$ cat config.mk
export PLATFORM = sky130hd
export DESIGN_NAME = camera_param_bank
export DESIGN_NICKNAME = d
export VERILOG_FILES = /design/src/rtl/camera_param_bank.sv
export SDC_FILE = /design/constraint.sdc
export NUM_CORES = 1
export LEC_CHECK = 0
export ABC_AREA = 1
export BUFFER_PORTS_ARGS = -buffer_cell sky130_fd_sc_hd__buf_2
export CAP_MARGIN = 15
export CORE_ASPECT_RATIO = 1.75
export CORE_MARGIN = 2
export CORE_UTILIZATION = 40
export DETAILED_ROUTE_END_ITERATION = 10
export PLACE_DENSITY_LB_ADDON = 0.08
export SYNTH_ARGS = -nofsm -noshare
export SYNTH_HDL_FRONTEND = slang
export SYNTH_SLANG_ARGS = --single-unit
export TNS_END_PERCENT = 30
$ cat constraint.sdc
create_clock -name clk -period 1.8 [get_ports clk]
set_input_delay 0.36 -clock clk [delete_from_list [all_inputs] [get_ports clk]]
set_output_delay 0.36 -clock clk [all_outputs]
set_load 0.005 [all_outputs]
$ cat src/rtl/camera_param_bank.sv
// camera_param_bank: double-buffered camera parameter registers.
// The bus side writes a shadow set at any time; the whole set is published
// atomically into the active set, either on the next frame boundary
// (SYNC_MODE=1) or on the edge that samples commit_req (SYNC_MODE=0).
module camera_param_bank #(
  parameter int NUM_REGS  = 12,
  parameter int DATA_W    = 32,
  parameter int ADDR_W    = 4,
  parameter int EPOCH_W   = 8,
  parameter int SYNC_MODE = 1
) (
  input  logic                       clk,
  input  logic                       reset,
  input  logic                       wr_en,
  input  logic [ADDR_W-1:0]          wr_addr,
  input  logic [DATA_W-1:0]          wr_data,
  input  logic                       commit_req,
  input  logic                       frame_start,
  input  logic [ADDR_W-1:0]          rd_addr,
  input  logic                       rd_sel,
  output logic [DATA_W-1:0]          rd_data,
  output logic [NUM_REGS*DATA_W-1:0] param_out,
  output logic                       commit_pending,
  output logic                       commit_ack,
  output logic [EPOCH_W-1:0]         epoch,
  output logic                       wr_err
);

  localparam logic [0:0] ST_IDLE  = 1'b0;
  localparam logic [0:0] ST_ARMED = 1'b1;

  logic [0:0]        state;
  logic [DATA_W-1:0] shadow [NUM_REGS];
  logic [DATA_W-1:0] active [NUM_REGS];
  logic              wr_in_range;
  logic              rd_in_range;
  logic              apply;
  logic [DATA_W-1:0] rd_word;

  assign wr_in_range = int'(wr_addr) < NUM_REGS;
  assign rd_in_range = int'(rd_addr) < NUM_REGS;

  // In frame-sync mode an armed request (or one arriving this cycle) fires on
  // the frame boundary; otherwise the request itself is the apply strobe.
  assign apply = (SYNC_MODE != 0)
               ? (frame_start & ((state == ST_ARMED) | commit_req))
               : commit_req;

  assign commit_pending = (state == ST_ARMED);

  // Shadow set: bus writes land here only, out-of-range writes are dropped.
  always_ff @(posedge clk) begin
    if (reset) begin
      for (int i = 0; i < NUM_REGS; i++) shadow[i] <= '0;
    end else if (wr_en && wr_in_range) begin
      shadow[wr_addr] <= wr_data;
    end
  end

  // Active set: takes the pre-edge shadow contents, so a write on the apply
  // edge waits for the next apply.
  always_ff @(posedge clk) begin
    if (reset) begin
      for (int i = 0; i < NUM_REGS; i++) active[i] <= '0;
    end else if (apply) begin
      active <= shadow;
    end
  end

  // Commit control: IDLE/ARMED state, ack pulse, epoch counter, sticky error.
  always_ff @(posedge clk) begin
    if (reset) begin
      state      <= ST_IDLE;
      commit_ack <= 1'b0;
      epoch      <= '0;
      wr_err     <= 1'b0;
    end else begin
      commit_ack <= apply;
      if (apply) epoch <= epoch + 1'b1;
      if (wr_en && !wr_in_range) wr_err <= 1'b1;
      if (SYNC_MODE == 0 || apply) state <= ST_IDLE;
      else if (commit_req)         state <= ST_ARMED;
    end
  end

  // Readback source mux; out-of-range addresses read as zero.
  always_comb begin
    rd_word = '0;
    if (rd_in_range) rd_word = rd_sel ? active[rd_addr] : shadow[rd_addr];
  end

  // Registered readback.
  always_ff @(posedge clk) begin
    if (reset) rd_data <= '0;
    else       rd_data <= rd_word;
  end

  for (genvar i = 0; i < NUM_REGS; i++) begin : g_pack
    assign param_out[i*DATA_W +: DATA_W] = active[i];
  end

endmodule

After elaboration in Yosys (flattened, before gate mapping). Cells that the tools add are included.

Add/subtract/negate cells: 1. Order comparisons: 5. Mux-type cells: 10. Bitwise operators: 5. Reduce and logical (&&, ||, !) cells: 6.

Operator list (number): bitwise mux 384 bit (1); binary-select mux 32 bit (select 4 bit) (2); 2-to-1 mux 32 bit (6); demux 32 bit (select 4 bit) (1); >= comparator 5 bit (second input constant) (2); inverter 4 -> 5 bit (2); adder 8 x 1 -> 8 bit (second input constant) (1); less-than comparator 4 bit (second input constant) (2); less-than comparator 5 x 1 -> 1 bit (second input constant) (1); OR reduction 2 bit (2); logical AND 1 bit (3); AND 1 bit (1); zero test 1 bit (1); inverter 1 bit (1); OR 1 bit (1).

Flip-flop bits (word level): 811. Input bits: 46. Word-level logic and storage cells: 56.

Longest topological paths before layout. Gate-level depths: netlist (run 1).

Depth in word-level cells: 6. Mapped depth: 12.

Least setup slack after synthesis (run 1). No wires, ideal clock.

Path kind: input-to-reg. From: in rd_addr[1]. To: reg rd_data[27]. Library setup time: 0.111 ns. Arrival time: 1.272 ns. Data required time: 1.689 ns. Setup slack: 0.416 ns. Cell stages on the path: 11. Path buffers: 3. Path through: buf_4 -> inv_2 -> buf_2 -> buf_4 -> nand3_1 -> nand2_1 -> nand2_1 -> nand2_1 -> nand2_1 -> nand2_1 -> nor2_1.

Cells in the longest elaborated chain, start to end: 5. Elaborated cells between the ends (all ways): 11. Classes of those cells: order compare (1); mux (7); bitwise (2); reduce/logical (1).

Ends and longest elaborated chain: from (decl) (line 19) `input logic [ADDR_W-1:0] rd_addr,`; inverter 4 -> 5 bit (implied by the code) (line 89) `if (rd_in_range) rd_word = rd_sel ? active[rd_addr] : shadow[rd_addr];`; binary-select mux 32 bit (select 4 bit) (line 89); 2-to-1 mux 32 bit (implied by the code) (2 in series) (line 89); 2-to-1 mux 32 bit (line 89); to (signal assigned) (line 95) `else rd_data <= rd_word;`; to (decl) (line 21) `output logic [DATA_W-1:0] rd_data,`.

Several ways; a longest one is shown, not always the timed one. The select of a mux whose other input is x is not followed. A chain may end at the register's enable or synchronous reset.

Worst setup path after layout (run 1).
From: reg rd_data[9]. To: out rd_data[9].

No word-level cell between the ends.

==> results of run 1 <==
[routing by layer]
layer	part of all wire [%]	vias up	GRT usage [%]
met5	0.014	-	0
met4	2.2	2	8.89
met3	7.2	157	5.07
met2	45	1150	46.9
met1	45	16500	40.5
li1	-	16900	-
[through the flow]
stage          setup TNS, ns  utilization (%)  setup WS (ns)
2_1_floorplan              0                -          0.416
3_3_place_gp               0             45.2        0.00541
3_5_place_dp         -0.0134             45.2        -0.0134
4_1_cts                    0             48.3         0.0887
5_1_grt                    0             48.3         0.0991
6_report                   0             48.3          0.113
[kinds of logic (layout without fill, tap and decap cells)]
logic type	Yosys count	in the layout	share of synthesized area (%)
AO/OA/AOI/OAI	1143	1143	16.3
adder cells (fa/ha/maj)	1	1	0.0357
buffers and inverters	836	1184	10.3
flip-flops	811	811	46.3
other	0	3	0
AND/OR/NAND/NOR	2208	2208	27.1
[final cells by class]
cell class	count	area share, %
antenna	3	0.0179
clock buffer	126	5.81
multi-input combinational	3352	36.4
sequential	811	38.8
inverter	399	3.66
clock inverter	20	0.549
tap	1160	3.46
timing repair buffer	639	11.3
[worst register-to-register path, delay by kind of cell (launching register included)]
| family | cells | cell delay, ns |
|---|---|---|
| compound gates | 2 | 0.38 |
| simple gates | 1 | 0.10 |
| flops | 1 | 0.34 |
| buf+inv | 2 | 0.63 |
[sequential cells by signal (all words and copies together) (netlist names)]
register        count
commit_ack          1
commit_pending      1
epoch               8
param_out         384
rd_data            32
shadow            384
wr_err              1
[path summary, 6_finish.rpt]
check / slack, ns / end / from
worst max-delay path: 0.11 / rd_data[9] / rd_data[9]$_SDFF_PP0_
worst min-delay path: 0.06 / wr_err$_SDFFE_PP0P_ / reset
worst max register to register: 0.23 / param_out[152]$_SDFFE_PP0P_ / commit_pending$_SDFFE_PP0P_
worst min register to register: 0.46 / shadow[187]$_SDFFE_PP0P_ / shadow[187]$_SDFFE_PP0P_
[synth_stat cells (12+ instances only)]
master / count
nand3_1: 870
a21oi_1: 381
nor2_1: 59
clkbuf_1: 196
nand2_1: 1258
o21ai_1: 29
buf_2: 156
buf_6: 13
inv_2: 12
buf_1: 25
dfxtp_1: 811
inv_1: 386
o21ai_0: 732
buf_4: 41
[report_power, final]
part / internal (W) / switching (W)
Sequential: 0.0183 / 0.000225
Combinational: 0.00118 / 0.00262
Clock: 0.00978 / 0.00753
[timing repair]
item                                   4_1_cts  5_1_grt
hold buffers                                 1        0
setup endpoints to repair                    0        0
endpoints found under the hold margin        1        0
[cells in the final DEF (no fill, tap or decap), types with 3 or more instances in the layout]
master / count
a21oi_1: 380
buf_12: 88
buf_2: 467
buf_4: 81
bufinv_16: 3
clkbuf_1: 21
clkbuf_16: 81
clkbuf_8: 24
clkinv_2: 9
clkinv_8: 3
dfxtp_1: 811
diode_2: 3
inv_1: 386
inv_2: 8
inv_6: 5
nand2_1: 1257
nand2_2: 4
nand3_1: 870
nand3_2: 4
nand3_4: 3
nor2_1: 58
nor2_4: 4
o21ai_0: 732
o21ai_1: 29
==> impl_metrics.json, run 1 <==
{
  "vias": 34700,
  "grt.overflow.total": 0,
  "timing.final.crit_period_ns": 1.69,
  "p_total_w": 0.0396,
  "rsz0062_at_grt": "no",
  "regArea_um2": 16200,
  "start_util_pct": 40.4,
  "skew_ns": 0.0184,
  "peakVddDrop_v": 0.000694,
  "fin_area_um2": 41900,
  "post-route-period-util_pct": 93.7,
  "io_buffers": 472,
  "ys_warn_count": 0,
  "cp_slowest_cell": "dfxtp_1",
  "nNetsFinal": 5330,
  "timing.slew.headroom_pct": 64.8,
  "placed_cell_area_um2": 39200,
  "wl_per_cell_um": 21.0,
  "worstPathCellList": "buf_2",
  "io_pins": 473,
  "critical_path_class": "flip-flop to primary output",
  "powerDensity_nw_per_um2": 945,
  "cp_top_family": "flip-flops",
  "path_buf_inv": 1,
  "cts_tree": "done",
  "grt_max_degree": 71,
  "post_cts_resized": 0,
  "clk_latency_ns": 0.67,
  "setup_viol": 0,
  "synthArstFlopShare_pct": 0,
  "ys_ff_latch": 811,
  "fmax_mhz": 593,
  "drive_gt1_share_pct": 14.9,
  "die-area_um2": 90100,
  "firstDrtPassIters": 6,
  "ys_top_cells_by_area": "dfxtp_1, nand2_1, nand3_1",
  "avgViaCountPerCell": 5.33,
  "drc_errors": 0,
  "synth_seq_area_share_pct": 46.3,
  "multiInputGateArea_um2": 15300,
  "cts_buffers": 80,
  "worstPathArrival_ns": 1.33,
  "clockBufferDepth": 3,
  "wirelength_um": 137000,
  "core_area_um2": 86800,
  "synth_flop_cell": "dfxtp_1",
  "syn_inst": 4999,
  "hold_class": "input port to flip-flop",
  "grt_usage_pct": 29.4,
  "syn_nets": 5046,
  "required_ns": 1.44,
  "final_max_slew_viol_count": 0,
  "yosys.area.top_type": "dfxtp_1",
  "syn_to_final_growth_pct": 19.5,
  "leakagePower_nw": 16.9,
  "ff2ff_path_depth": 5,
  "cp.depth": 1,
  "synth_edf_count": 0,
  "maxCapViolations": 0,
  "hold_viol": 0,
  "cts.sinks": 811,
  "n_fill_cell": 8878,
  "antenna_found_initial": 9,
  "outcome": "completed",
  "critPathMaxStageDelay_ns": 0.48,
  "dieWidth_um": 228,
  "synth_area_per_cell_um2": 7.01,
  "cp-start-kind": "flip-flop",
  "worst_pin_slew_ns": 0.528,
  "num_rows": 143,
  "die_h_um": 396,
  "min_path_cells": 2,
  "grt_pass1_wl_um": 206000,
  "final_cells": 6510,
  "htreeDepth": 3,
  "cts-root-buf": "clkbuf_16",
  "hold-worst-slack_ns": 0.0583,
  "synth.distinct_cells": 27,
  "detail-route-antenna-nets": 0,
  "postCtsSetupBuffers": 0,
  "drt-initial-drc-count": 2842,
  "clk_pin_slew_worst_paths_ns": 0.07,
  "post_synth_instance_area_um2": 35100,
  "worst_setup_path_end_kind": "primary output",
  "grt_pass1_vias": 32500,
  "synth_top_area_share_pct": 46.3,
  "hpwl_um": 92800,
  "place_inst": 6360,
  "place_congestion": 0.852,
  "critPathMaxFanout": 1
}
Power figures use the tool's default switching activity.
==> run 2: changes to the inputs <==
--- a/config.mk
+++ b/config.mk
@@ -13,6 +13,7 @@
 export CORE_UTILIZATION = 40
 export DETAILED_ROUTE_END_ITERATION = 10
 export PLACE_DENSITY_LB_ADDON = 0.08
+export RECOVER_POWER = 50
 export SYNTH_ARGS = -nofsm -noshare
 export SYNTH_HDL_FRONTEND = slang
 export SYNTH_SLANG_ARGS = --single-unit
==> impl_metrics.json, run 2 (synthesis results as in run 1) <==
{
  "clk_latency_ns": 0.68,
  "worstPathArrival_ns": 1.33,
  "drive_gt1_share_pct": 14.2,
  "final_max_slew_viol_count": 0,
  "regArea_um2": 16200,
  "clkPwrFrac_pct": 43.8,
  "critPathMaxStageDelay_ns": 0.48,
  "hold-worst-slack_ns": 0.0285,
  "grt_max_degree": 71,
  "required_ns": 1.44,
  "dieWidth_um": 228,
  "hpwl_um": 92800,
  "setup_viol": 0,
  "layout_commonest_cell": "nand2_1",
  "core_area_um2": 86800,
  "cts-root-buf": "clkbuf_16",
  "cp_slowest_cell": "dfxtp_1",
  "hold_viol": 0,
  "nNetsFinal": 5330,
  "place_congestion": 0.852,
  "critical_path_class": "flip-flop to primary output",
  "post_cts_resized": 0,
  "cts_buffers": 80,
  "skew_ns": 0.0196,
  "maxCapViolations": 0,
  "cp-start-kind": "flip-flop",
  "antenna_found_initial": 9,
  "netSwitchingPower_w": 0.0104,
  "final_cells": 6510,
  "critPathMaxFanout": 1,
  "timing.slew.headroom_pct": 12.3,
  "drt-initial-drc-count": 2812,
  "grt_pass1_wl_um": 206000,
  "grt_usage_pct": 29.4,
  "clockBufferDepth": 3,
  "worstSetupStartpoint": "rd_data[9]$_SDFF_PP0_",
  "seq_power_share_pct": 46.8,
  "worst_pin_slew_ns": 1.32,
  "die_h_um": 396,
  "cts_tree": "done",
  "path_buf_inv": 1,
  "multiInputGateArea_um2": 15200,
  "final_cell_mix": "nand2_1, nand3_1, dfxtp_1",
  "powerDensity_nw_per_um2": 952,
  "power_frac_comb_pct": 9.4,
  "p_sw_share_pct": 26.3,
  "r2r-start": "commit_pending$_SDFFE_PP0P_",
  "hold_class": "input port to flip-flop",
  "syn_to_final_growth_pct": 18.4,
  "avgViaCountPerCell": 5.33,
  "die-area_um2": 90100,
  "htreeDepth": 3,
  "post-route-period-util_pct": 94.0,
  "peakVddDrop_v": 0.000693,
  "internal_power_w": 0.0291,
  "wl_per_cell_um": 21.0,
  "cts.sinks": 811,
  "fmax_mhz": 591,
  "start_util_pct": 40.4,
  "grt_pass1_vias": 32500,
  "clk_pin_slew_worst_paths_ns": 0.07,
  "place_inst": 6360,
  "grt.overflow.total": 0,
  "outcome": "completed",
  "finish.utilization_pct": 47.9,
  "n_fill_cell": 8934,
  "wirelength_um": 137000,
  "num_rows": 143,
  "leakagePower_nw": 16.7,
  "min_from": "reset",
  "detailedPlace.worstSlack_ns": -0.0134,
  "timing.final.ws_setup_ns": 0.108,
  "rsz0062_at_grt": "no",
  "io_buffers": 472,
  "detail-route-antenna-nets": 0,
  "worstPathCellList": "buf_2",
  "vias": 34700,
  "firstDrtPassIters": 7,
  "drc_errors": 0,
  "io_pins": 473,
  "timing.final.crit_period_ns": 1.69,
  "cp_top_family": "flip-flops",
  "worst_setup_path_end_kind": "primary output"
}
## run 2: power by group through the flow
stage,Sequential [W],Combinational [W],Clock (W)
after global routing,0.0185,0.00405,0.0183
after CTS,0.0185,0.00379,0.0176
after floorplan,0.0188,0.00219,0
after global placement,0.0189,0.00377,0
final,0.0185,0.00370,0.0173
after detailed placement,0.0189,0.00378,0
## run 2: layout make-up
type	instances	area share (%)
multi-input cells	3352	36.7
flip-flops and latches	811	39.1
well taps	1160	3.50
diodes	3	0.0181
clock inverters	20	0.554
repair buffers	639	10.6
inverters	399	3.68
clock buffers	126	5.87
## run 2: routing by layer
metal	routed length, um	track usage, %
met1	61700	40.5
met2	62200	46.9
met3	9670	5.07
met4	2990	8.89
met5	19	0
## run 2: final timing paths
| kind | end | slack, ns | depth (start not counted) |
|---|---|---|---|
| min reg2reg | shadow[187]$_SDFFE_PP0P_ | 0.46 | 2 |
| max reg2reg | param_out[295]$_SDFFE_PP0P_ | 0.16 | 5 |
| max | rd_data[9] | 0.11 | 1 |
| min | wr_err$_SDFFE_PP0P_ | 0.03 | 2 |
## run 2: repair_timing
action                                 4_1_cts  5_1_grt
setup buffers                                0        0
endpoints found under the hold margin        1        0
hold buffers                                 1        0
## run 2: per-stage QoR
stage | TNS, ns | power (W) | area, um^2
final | 0 | 0.0395 | 41500
after global routing | 0 | 0.0409 | 41500
after CTS | 0 | 0.0399 | 41900
after detailed placement | -0.0134 | 0.0227 | 39200
after global placement | 0 | 0.0227 | 39200
after floorplan | 0 | 0.0210 | 35100
